$ cat src/rtl/sdram_arbit_if.sv
// Bundle of requester-side and SDRAM-side signals around the SDRAM command arbiter.
// The arbiter takes the slave view. The requesters, or a bench, take the master view.
interface sdram_arbit_if;
   logic        init_end;
   logic [3:0]  init_cmd;
   logic [12:0] init_addr;

   logic        ref_req;
   logic        ref_end;
   logic [3:0]  ref_cmd;
   logic [12:0] ref_addr;

   logic        wr_req;
   logic        wr_end;
   logic [3:0]  wr_cmd;
   logic [12:0] wr_addr;
   logic [1:0]  wr_ba;

   logic        rd_req;
   logic        rd_end;
   logic [3:0]  rd_cmd;
   logic [12:0] rd_addr;
   logic [1:0]  rd_ba;

   logic        ref_en;
   logic        wr_en;
   logic        rd_en;
   logic        ref_pend;

   logic        sdram_cke;
   logic [3:0]  sdram_cmd;
   logic [12:0] sdram_addr;
   logic [1:0]  sdram_ba;

   modport slave (
      input  init_end, init_cmd, init_addr,
      input  ref_req, ref_end, ref_cmd, ref_addr,
      input  wr_req, wr_end, wr_cmd, wr_addr, wr_ba,
      input  rd_req, rd_end, rd_cmd, rd_addr, rd_ba,
      output ref_en, wr_en, rd_en, ref_pend,
      output sdram_cke, sdram_cmd, sdram_addr, sdram_ba
   );

   modport master (
      output init_end, init_cmd, init_addr,
      output ref_req, ref_end, ref_cmd, ref_addr,
      output wr_req, wr_end, wr_cmd, wr_addr, wr_ba,
      output rd_req, rd_end, rd_cmd, rd_addr, rd_ba,
      input  ref_en, wr_en, rd_en, ref_pend,
      input  sdram_cke, sdram_cmd, sdram_addr, sdram_ba
   );
endinterface

$ cat src/rtl/sdram_arbit.sv
// SDRAM command-bus arbiter. It grants the bus to the init, refresh, write or read engine.
// Refresh has the highest priority. Write and read alternate when they contend.
module sdram_arbit #(
   parameter logic [3:0] CMD_NOP = 4'b0111
) (
   input  logic         sclk,
   input  logic         s_rst,
   sdram_arbit_if.slave bus
);

   typedef enum logic [2:0] {
      INIT  = 3'd0,
      IDLE  = 3'd1,
      AREF  = 3'd2,
      WRITE = 3'd3,
      READ  = 3'd4
   } state_t;

   state_t state, next_state;
   logic   last_wr;
   logic   ref_en_q, wr_en_q, rd_en_q, ref_pend_q;

   always_ff @(posedge sclk or posedge s_rst) begin
      if (s_rst) state <= INIT;
      else       state <= next_state;
   end

   // IDLE is always visited between two grants, so each grant is separated by at least one NOP.
   always_comb begin
      next_state = state;
      case (state)
         INIT:  if (bus.init_end) next_state = IDLE;
         IDLE: begin
            if (bus.ref_req)                    next_state = AREF;
            else if (bus.wr_req && bus.rd_req) next_state = last_wr ? READ : WRITE;
            else if (bus.wr_req)               next_state = WRITE;
            else if (bus.rd_req)               next_state = READ;
         end
         AREF:  if (bus.ref_end) next_state = IDLE;
         WRITE: if (bus.wr_end)  next_state = IDLE;
         READ:  if (bus.rd_end)  next_state = IDLE;
         default: next_state = INIT;
      endcase
   end

   always_ff @(posedge sclk or posedge s_rst) begin
      if (s_rst) begin
         last_wr <= 1'b0;
      end else if (state == IDLE) begin
         if (next_state == WRITE)     last_wr <= 1'b1;
         else if (next_state == READ) last_wr <= 1'b0;
      end
   end

   // Grant and pending flags are built from next_state.
   // After each edge they therefore track the current state exactly.
   always_ff @(posedge sclk or posedge s_rst) begin
      if (s_rst) begin
         ref_en_q   <= 1'b0;
         wr_en_q    <= 1'b0;
         rd_en_q    <= 1'b0;
         ref_pend_q <= 1'b0;
      end else begin
         ref_en_q   <= (next_state == AREF);
         wr_en_q    <= (next_state == WRITE);
         rd_en_q    <= (next_state == READ);
         ref_pend_q <= bus.ref_req && ((next_state == WRITE) || (next_state == READ));
      end
   end

   assign bus.ref_en    = ref_en_q;
   assign bus.wr_en     = wr_en_q;
   assign bus.rd_en     = rd_en_q;
   assign bus.ref_pend  = ref_pend_q;
   assign bus.sdram_cke = 1'b1;

   always_comb begin
      bus.sdram_cmd  = CMD_NOP;
      bus.sdram_addr = 13'd0;
      bus.sdram_ba   = 2'b00;
      case (state)
         INIT: begin
            bus.sdram_cmd  = bus.init_cmd;
            bus.sdram_addr = bus.init_addr;
         end
         AREF: begin
            bus.sdram_cmd  = bus.ref_cmd;
            bus.sdram_addr = bus.ref_addr;
         end
         WRITE: begin
            bus.sdram_cmd  = bus.wr_cmd;
            bus.sdram_addr = bus.wr_addr;
            bus.sdram_ba   = bus.wr_ba;
         end
         READ: begin
            bus.sdram_cmd  = bus.rd_cmd;
            bus.sdram_addr = bus.rd_addr;
            bus.sdram_ba   = bus.rd_ba;
         end
         default: ;
      endcase
   end

endmodule

$ cat src/flat_wrapper.sv
// flat-port wrapper written by rule: the top's interface ports become plain ports
module sdram_arbit_flat 
#(
   parameter logic [3:0] CMD_NOP = 4'b0111
)
  (sclk, s_rst, bus_init_end, bus_init_cmd, bus_init_addr, bus_ref_req, bus_ref_end, bus_ref_cmd, bus_ref_addr, bus_wr_req, bus_wr_end, bus_wr_cmd, bus_wr_addr, bus_wr_ba, bus_rd_req, bus_rd_end, bus_rd_cmd, bus_rd_addr, bus_rd_ba, bus_ref_en, bus_wr_en, bus_rd_en, bus_ref_pend, bus_sdram_cke, bus_sdram_cmd, bus_sdram_addr, bus_sdram_ba);
  sdram_arbit_if bus_i ();
  input  logic sclk;
  input  logic s_rst;
  input wire logic [$bits(bus_i.init_end)-1:0] bus_init_end;
  input wire logic [$bits(bus_i.init_cmd)-1:0] bus_init_cmd;
  input wire logic [$bits(bus_i.init_addr)-1:0] bus_init_addr;
  input wire logic [$bits(bus_i.ref_req)-1:0] bus_ref_req;
  input wire logic [$bits(bus_i.ref_end)-1:0] bus_ref_end;
  input wire logic [$bits(bus_i.ref_cmd)-1:0] bus_ref_cmd;
  input wire logic [$bits(bus_i.ref_addr)-1:0] bus_ref_addr;
  input wire logic [$bits(bus_i.wr_req)-1:0] bus_wr_req;
  input wire logic [$bits(bus_i.wr_end)-1:0] bus_wr_end;
  input wire logic [$bits(bus_i.wr_cmd)-1:0] bus_wr_cmd;
  input wire logic [$bits(bus_i.wr_addr)-1:0] bus_wr_addr;
  input wire logic [$bits(bus_i.wr_ba)-1:0] bus_wr_ba;
  input wire logic [$bits(bus_i.rd_req)-1:0] bus_rd_req;
  input wire logic [$bits(bus_i.rd_end)-1:0] bus_rd_end;
  input wire logic [$bits(bus_i.rd_cmd)-1:0] bus_rd_cmd;
  input wire logic [$bits(bus_i.rd_addr)-1:0] bus_rd_addr;
  input wire logic [$bits(bus_i.rd_ba)-1:0] bus_rd_ba;
  output wire logic [$bits(bus_i.ref_en)-1:0] bus_ref_en;
  output wire logic [$bits(bus_i.wr_en)-1:0] bus_wr_en;
  output wire logic [$bits(bus_i.rd_en)-1:0] bus_rd_en;
  output wire logic [$bits(bus_i.ref_pend)-1:0] bus_ref_pend;
  output wire logic [$bits(bus_i.sdram_cke)-1:0] bus_sdram_cke;
  output wire logic [$bits(bus_i.sdram_cmd)-1:0] bus_sdram_cmd;
  output wire logic [$bits(bus_i.sdram_addr)-1:0] bus_sdram_addr;
  output wire logic [$bits(bus_i.sdram_ba)-1:0] bus_sdram_ba;
  assign bus_i.init_end = bus_init_end;
  assign bus_i.init_cmd = bus_init_cmd;
  assign bus_i.init_addr = bus_init_addr;
  assign bus_i.ref_req = bus_ref_req;
  assign bus_i.ref_end = bus_ref_end;
  assign bus_i.ref_cmd = bus_ref_cmd;
  assign bus_i.ref_addr = bus_ref_addr;
  assign bus_i.wr_req = bus_wr_req;
  assign bus_i.wr_end = bus_wr_end;
  assign bus_i.wr_cmd = bus_wr_cmd;
  assign bus_i.wr_addr = bus_wr_addr;
  assign bus_i.wr_ba = bus_wr_ba;
  assign bus_i.rd_req = bus_rd_req;
  assign bus_i.rd_end = bus_rd_end;
  assign bus_i.rd_cmd = bus_rd_cmd;
  assign bus_i.rd_addr = bus_rd_addr;
  assign bus_i.rd_ba = bus_rd_ba;
  assign bus_ref_en = bus_i.ref_en;
  assign bus_wr_en = bus_i.wr_en;
  assign bus_rd_en = bus_i.rd_en;
  assign bus_ref_pend = bus_i.ref_pend;
  assign bus_sdram_cke = bus_i.sdram_cke;
  assign bus_sdram_cmd = bus_i.sdram_cmd;
  assign bus_sdram_addr = bus_i.sdram_addr;
  assign bus_sdram_ba = bus_i.sdram_ba;
  sdram_arbit #(.CMD_NOP(CMD_NOP)) u_core (.sclk(sclk), .s_rst(s_rst), .bus(bus_i));
endmodule
$ cat config.mk
export PLATFORM = sky130hd
export DESIGN_NAME = sdram_arbit_flat
export DESIGN_NICKNAME = d
export VERILOG_FILES = /design/src/rtl/sdram_arbit_if.sv /design/src/rtl/sdram_arbit.sv /design/src/flat_wrapper.sv
export SDC_FILE = /design/constraint.sdc
export NUM_CORES = 1
export LEC_CHECK = 0
export ABC_AREA = 1
export CELL_PAD_IN_SITES_DETAIL_PLACEMENT = 0
export CELL_PAD_IN_SITES_GLOBAL_PLACEMENT = 1
export CORE_MARGIN = 5
export CORE_UTILIZATION = 30
export CTS_BUF_LIST = sky130_fd_sc_hd__clkbuf_16
export DETAILED_ROUTE_END_ITERATION = 16
export DONT_BUFFER_PORTS = 1
export PLACE_DENSITY_LB_ADDON = 0.3
export SLEW_MARGIN = 20
export SYNTH_ARGS = -nofsm -noshare
export SYNTH_HDL_FRONTEND = slang
export SYNTH_SLANG_ARGS = --single-unit
$ cat constraint.sdc
create_clock -name sclk -period 1.7 [get_ports sclk]
set_input_delay 0.255 -clock sclk [delete_from_list [all_inputs] [get_ports sclk]]
set_output_delay 0.255 -clock sclk [all_outputs]
set_load 0.02 [all_outputs]
After elaboration in Yosys (flattened, before gate mapping)
Index checks and enable logic that the tools add are counted.

Register bits after elaboration: 8. Word-level logic and storage cells: 34.

Equal/unequal tests: 7. Muxes and demuxes: 15. Reduce and logical (&&, ||, !) cells: 6.

Operators with widths (number): case mux 13 bit (4 select lines) (1); two-way mux 3 bit (9); case mux 4 bit (4 select lines) (1); case mux 3 bit (5 select lines) (1); equality test 3 x 2 -> 1 bit, second input constant (4); equality test 3 bit, second input constant (2); case mux 2 bit (2 select lines) (1); equality test 3 x 1 -> 1 bit, second input constant (1); zero test 3 bit (1); logical AND 1 bit (2); two-way mux 1 bit (2); AND reduction 2 bit (1); nonzero test 2 bit (1); logical OR 1 bit (1).

Longest topological paths before layout
Gate-level depths: netlist (run 1).

Word-level depth: 8. Depth in mapped cells: 8.

Worst setup path before layout (run 1)
Ideal clock, no wire load.

Kind: register -> output. Start: register u_core.state[1]. End: output bus_sdram_addr[10]. Arrival time: 1.179 ns. Required time: 1.445 ns. Slack: 0.266 ns. Stages on the path, launching flop included: 5. Path through: dfrtp_1 > nor2_4 > clkbuf_1 > nand3_1 > nand4_1.

Word-level cells in the longest chain between the ends: 2.

RTL lines: start, declared (RTL line sdram_arbit.sv:19) `state_t state, next_state;`; start signal, assigned (RTL line sdram_arbit.sv:25) `else state <= next_state;`; equality test 3 bit (tied with other cells) (RTL line sdram_arbit.sv:81) `case (state)`; case mux 13 bit (4 select lines) (*) (RTL line sdram_arbit.sv:81); end, declared (RTL line flat_wrapper.sv:33) `output wire logic [$bits(bus_i.sdram_addr)-1:0] bus_sdram_addr;`.

Every way passes the cells marked *; elsewhere a longest branch is shown, timed or not.

Final worst setup path (run 1)
Start: register u_core.state[0]. End: output bus_sdram_addr[8].

The elaborated chain is that of the path after synthesis.

==> results of run 1 <==
==> worst max-delay path, cell delays in order, from the launching register on <==
cell and delay [ps]:
dfrtp_2 430, nand3b_1 250, inv_4 160, clkbuf_16 160, nand2_1 40, nand4_1 190
==> metrics by stage <==
step                      setup TNS [ps]  hold WS [ps]    util  cells  instance area (µm²)
after floorplan                        0         70.66       -    155                932.1
after global placement                 0         98.68  0.3335    199                 1010
after detailed placement               0         112.0  0.3335    199                 1010
after CTS                         -125.5         174.2  0.3781    208                 1145
after global routing              -992.1         181.5  0.4215    213                 1276
final                             -133.7         175.1  0.4215    213                 1276
==> power groups by stage <==
stage | clock network (W) | logic [W] | registers [W]
floorplan | 0 | 0.00128 | 0.000354
global placement | 0 | 0.00156 | 0.000366
detailed placement | 0 | 0.00158 | 0.000368
CTS | 0.000404 | 0.00169 | 0.000362
global route | 0.000416 | 0.00211 | 0.000374
finish | 0.000392 | 0.00193 | 0.000364
==> cells in the final DEF, fill, tap and decap left out, types with 4 or more instances in the layout <==
cell / n
buf_4: 11
inv_1: 9
nand2_1: 55
nand3_1: 21
nand4_1: 15
nand2_2: 4
dfrtp_1: 5
nor2_1: 4
clkbuf_16: 5
==> sequential cells by signal, summed over array words and instances (netlist names) <==
signal,flops
u_core.state,3
u_core.bus.ref_en,1
u_core.bus.wr_en,1
u_core.bus.rd_en,1
u_core.last_wr,1
u_core.bus.ref_pend,1
==> cells by family (layout without fill, tap and decap cells) <==
logic type | after synthesis | in the layout
and+or+nand+nor | 112 | 112
AOI/OAI and AO/OA | 11 | 11
buffers and inverters | 23 | 37
DFF | 8 | 8
other | 1 | 1
==> final cells by class <==
cell class | instances | area [µm²] | share of cell area
repair buffers | 18 | 209.0 | 0.1637
inverters | 15 | 68.82 | 0.05392
clock buffers | 3 | 75.07 | 0.05882
well taps | 44 | 55.05 | 0.04314
flip-flops and latches | 8 | 203.9 | 0.1598
repair inverters | 1 | 5.005 | 0.003922
multi-input cells | 124 | 659.4 | 0.5167
==> routing by layer <==
metal / GRT usage / up-vias / wire, µm / share of wire
li1: - / 547 / - / -
met1: 0.1439 / 511 / 1160 / 0.31
met2: 0.2991 / 72 / 2040 / 0.54
met3: 0.05812 / 9 / 468 / 0.12
met4: 0.07772 / 0 / 80 / 0.021
met5: 0 / - / 0 / 0
==> worst min-delay path by stage <==
| stage | from | endpoint | cells past startpoint |
|---|---|---|---|
| 3_5_place_dp | s_rst | u_core.bus.rd_en$_DFF_PP0_ | 1 |
| 2_1_floorplan | s_rst | u_core.bus.rd_en$_DFF_PP0_ | 1 |
| 5_1_grt | bus_ref_req | u_core.bus.ref_pend$_DFF_PP0_ | 2 |
| 3_3_place_gp | s_rst | u_core.bus.ref_pend$_DFF_PP0_ | 1 |
| 6_report | bus_ref_req | u_core.bus.ref_pend$_DFF_PP0_ | 2 |
| 4_1_cts | bus_ref_req | u_core.bus.ref_pend$_DFF_PP0_ | 2 |
==> repair_timing <==
item | 4_1_cts | 5_1_grt
cloned | 0 | 3
endpoints found under the setup margin | 17 | 17
hold buffers | 1 | 0
buffers inserted | 5 | 2
resized for setup | 6 | 17
pin swaps | 0 | 18
endpoints found under the hold margin | 8 | 0
==> summary.txt, run 1 <==
STA
  – Period utilization: 1.014
  – RSZ-0062 raised after global routing: yes
  – Final Critical Period: about 1700 ps
  – Pins Over Slew Limit: 0
  – Final Hold Violating Endpoints: 0
  – # setup viols final: 8
  – Final setup margin: -24.58 ps
  – Clock skew: between 1 and 1.5 ps
  – Max Fclk: slightly below 0.6 GHz

Route
  – DR vias: around 1,100
  – DR WL/cell: between 15 and 20 µm
  – Vias per inst: around 5.3
  – Wirelength, routed: 3749 µm
  – Drt first pass iters: 4
  – Antenna-violating nets left: 0
  – DRT iter0 DRCs: 29
  – # DRC: 0

Placed design
  – Final HPWL DP: around 2900 µm
  – Routability cong.: between 0.7 and 0.8
  – I/O Buffers: 0
  – Dpl ws: roughly 140 ps

Floorplan
  – Die Y: ~66 µm
  – Die area: about 4300 µm²
  – Rows: 20
  – Core footprint: about 3000 µm²
  – Ports: approximately 110
  – Initial Util: 0.3079
  – Die X: 65.74 µm

Pwr
  – Peak supply drop: a little over 0.8 mV
  – Power per cell area: ~2100 nW/µm²
  – Logic pwr share: 0.719
  – Seq pwr share: 0.135
  – Clock power frac: 0.146
  – Int Power: roughly 0.0013 W
  – Lkg Pwr: slightly below 0.6 nW
  – Total power: approximately 0.0027 W
  – Sw Share: 0.5310
  – Switch Pwr: about 0.0014 W

Synthesis
  – Area leader, netlist: nand2_1
  – Post-synth top cells: 60 x nand2_1, 23 x nand3_1, 15 x nand4_1, 9 x inv_1, 8 x dfrtp_1
  – Post-synthesis compound-gate area fraction: 0.08054
  – Post-synth ARST share: 1.000
  – Mux share of post-synthesis cell area: 0
  – Syn nets: roughly 240
  – Synth area leaders: nand2_1 24%, dfrtp_1 21%, nand3_1 12%, nand4_1 10%, inv_1 3.6%
  – Post-synth EDFFs: 0
  – Xor/xnor cell area share of the yosys netlist: 0
  – Top_reg_cell synth: dfrtp_1
  – Gate Count Post-Synth: 155
  – Simple-gate share of the synthesized area: 0.5718
  – Largest family of logic cells by synthesized area: simple AND/OR/NAND/NOR gates
  – Sequential fraction of the synthesis area: 0.2148
  – Synth top area share: 0.2416
  – Synth unique cells: 31
  – Mapped Area: around 930 µm²
  – Yosys reg bits: 8
  – Post-synthesis average cell area: roughly 6.0 µm²
  – Post-synthesis adder-cell area fraction: 0
  – Ys Warns: 0
  – Most numerous cell in the Yosys netlist: nand2_1

Clocking
  – Total clock sinks: 8
  – H-tree level count: 1
  – Root Driver: clkbuf_16
  – Num CTS Buffers: 3
  – Skew-Pair Late Insertion Delay: between 200 and 250 ps
  – CTS tree: yes
  – CTS Buffer Depth: 2
  – CTS clk-pin slew, worst paths: 40 ps

Worst setup path
  – Worst r2r src: u_core.state[2]$_DFF_PP0_
  – Worst Path Max Fanout: 8
  – Worst path arrival time: roughly 1500 ps
  – Setup crit start: u_core.state[0]$_DFF_PP0_
  – Worst Reg-to-Reg Cells: 7
  – Required time worst endpoint: 1440 ps
  – Worst setup path category: reg2out
  – Reg-to-Reg End: u_core.bus.ref_pend$_DFF_PP0_
  – Critical Path Sink: bus_sdram_addr[8]
  – Startpoint Class: flip-flop
  – CP endpoint kind: output port
  – R2R Setup Slk: between 300 and 400 ps

Cells and area
  – # fillers: between 300 and 400
  – Layout cells sized above 1: 0.2781
  – Final Net Count: about 250
  – Area delta synth->final: 36.91%
  – N_diodes: 0

Job
  – Number of max-cap violations: 0

Global routing
  – Pin count of the biggest net entering global routing: 18
  – First-pass GRT wire length: 5250 µm
  – Remaining global-route overflow: 0
  – Vias in the first global route: around 1,100
  – Antenna violations before repair: 0
  – Total global-route track usage: 0.1574

Status
  – Status: complete, but fails checks
  – Failing checks: negative setup slack

Hold path
  – Worst Hold Class: in2reg
Note: power is estimated with default switching activity, not from simulation.
==> run 2, diff against run 1 <==
Settings changed: CORE_UTILIZATION 30 to 16, DONT_BUFFER_PORTS 1 to unset, RECOVER_POWER set to 50.
==> summary.txt, run 2 (synthesis results as in run 1) <==
Placed design
  – Placed Area: about 2200 µm²
  – Routability cong.: 0.8357
  – Final HPWL DP: ~4300 µm
  – I/O Buffers: 103

Pwr
  – Power per cell area: approximately 1500 nW/µm²
  – Lkg Pwr: around 1.1 nW
  – Peak supply drop: ~0.72 mV

Worst setup path
  – Worst r2r src: u_core.state[0]$_DFF_PP0_
  – Worst Reg-to-Reg Cells: 7
  – Required time worst endpoint: approximately 1400 ps
  – Worst path arrival time: 1500 ps
  – R2R Setup Slk: 250 ps
  – Critical Path Sink: bus_sdram_ba[0]
  – Setup crit start: u_core.state[0]$_DFF_PP0_
  – Worst Path Max Fanout: 10
  – Startpoint Class: flip-flop
  – Reg-to-Reg End: u_core.bus.ref_pend$_DFF_PP0_
  – Worst setup path category: reg2out
  – CP endpoint kind: output port

STA
  – Final Hold Violating Endpoints: 0
  – Clock skew: 0.2573 ps
  – Final setup margin: -58.42 ps
  – Setup TNS: -725.3 ps
  – Max Fclk: roughly 0.57 GHz
  – # setup viols final: 19
  – RSZ-0062 raised after global routing: yes
  – Period utilization: 1.034
  – Pins Over Slew Limit: 0
  – Hold Slack: 406.8 ps
  – Final Critical Period: about 1800 ps

Cells and area
  – Leading cell type in the layout, fill and taps excluded: clkdlybuf4s50_1
  – Reg with most FFs: u_core.state
  – Final Net Count: approximately 370
  – Most frequent cells in the layout: 83 x clkdlybuf4s50_1, 44 x nand2_1, 26 x buf_4
  – Area delta synth->final: 160.7%
  – N_diodes: 0
  – Final instance area: about 2400 µm²
  – Layout cells sized above 1: 0.3088
  – Max reg flops: 3

Clocking
  – H-tree level count: 1
  – CTS clk-pin slew, worst paths: ~40 ps
  – Skew-Pair Late Insertion Delay: between 200 and 250 ps
  – CTS tree: yes
  – Num CTS Buffers: 3
  – CTS Buffer Depth: 2
  – Total clock sinks: 8
  – Root Driver: clkbuf_16

Global routing
  – Vias in the first global route: 1,567
  – First-pass GRT wire length: around 8200 µm
  – Antenna violations before repair: 0
  – Pin count of the biggest net entering global routing: 22
  – Total global-route track usage: 0.1364
  – Remaining global-route overflow: 0

Floorplan
  – Initial Util: 0.1672
  – Rows: 27
  – Ports: around 110
  – Die X: roughly 86 µm
  – Die Y: 86.33 µm
  – Core footprint: around 5600 µm²
  – Die area: around 7500 µm²

Status
  – Failing checks: negative setup slack
  – Status: complete, but fails checks

Route
  – Drt first pass iters: 4
  – Vias per inst: about 4.3
  – DRT iter0 DRCs: 25
  – # DRC: 0
  – DR vias: roughly 1,500
  – Wirelength, routed: about 5500 µm
  – Antenna-violating nets left: 0
  – DR WL/cell: roughly 15 µm

Hold path
  – Worst Hold Class: in2async

Job
  – Number of max-cap violations: 0
## run 2: cell count changes in the layout (fill, tap and decap cells not counted), moves of 2 or more
cell,before,now
buf_4,11,26
buf_6,1,22
nand2_2,4,16
clkdlybuf4s50_1,0,83
dfrtp_1,5,7
dfrtp_2,3,1
nand2_1,55,44
clkbuf_16,5,3
## run 2: metal layers
metal  up-vias  share of wire  wire [µm]  track usage
met5         -              0          0            0
met2        68           0.49       2692       0.2462
met3         8          0.095        522      0.03992
li1        778              -          -            -
met4         0          0.016         89      0.03258
met1       683           0.40       2169       0.1572
## run 2: worst max-delay path, cell delays in order (launching register included)
cell	delay, ps
dfrtp_1	390
buf_6	130
nor2_4	170
buf_4	210
a32o_1	200
buf_2	170
## run 2: cell type report
type | instances | area (µm²)
Clock buffer | 3 | 75.07
Multi-Input combinational cell | 124 | 675.6
Sequential cell | 8 | 201.4
Timing Repair Buffer | 134 | 1309
Timing Repair inverter | 1 | 7.507
Tap cell | 72 | 90.09
Fill cell | 563 | 3144
Inverter | 15 | 71.32
## run 2: worst min-delay path by stage
stage / to / slack, ps
6_report: u_core.state[0]$_DFF_PP0_ / 410
5_1_grt: u_core.last_wr$_DFFE_PP0P_ / 450
4_1_cts: u_core.state[0]$_DFF_PP0_ / 280
3_5_place_dp: u_core.last_wr$_DFFE_PP0P_ / 470
3_3_place_gp: u_core.last_wr$_DFFE_PP0P_ / 470
2_1_floorplan: u_core.bus.rd_en$_DFF_PP0_ / 70
## run 2: what timing repair did
action                     in CTS  in global routing
gates cloned                    1                  0
gates resized for setup       112                 34
pin swaps                      14                 11
hold buffers                    0                  0
setup buffers                   4                  6
setup endpoints to repair      19                 18
hold endpoints to repair        0                  0
## run 2: per-stage QoR
step | power, W | worst slack, ps | cells | util
6_report | 0.003766 | -58.42 | 357 | 0.4359
5_1_grt | 0.004035 | -154.0 | 357 | 0.4359
4_1_cts | 0.003516 | -148.8 | 353 | 0.4126
3_5_place_dp | 0.002998 | -346.8 | 345 | 0.3903
3_3_place_gp | 0.002989 | -301.4 | 345 | 0.3903
2_1_floorplan | 0.001634 | 266.0 | 155 | -
## run 2: where the power goes
part / switching (W) / internal [W] / total (W)
sequential: 0.0000483 / 0.000262 / 0.000310
combinational: 0.00155 / 0.00152 / 0.00306
clock: 0.0000886 / 0.000303 / 0.000391
==> run 3, diff against run 2 <==
Settings changed: CTS_CLUSTER_SIZE set to 14.
==> results of run 3 <==
Same layout as run 2: the final DEF is identical, and so are final timing and power.
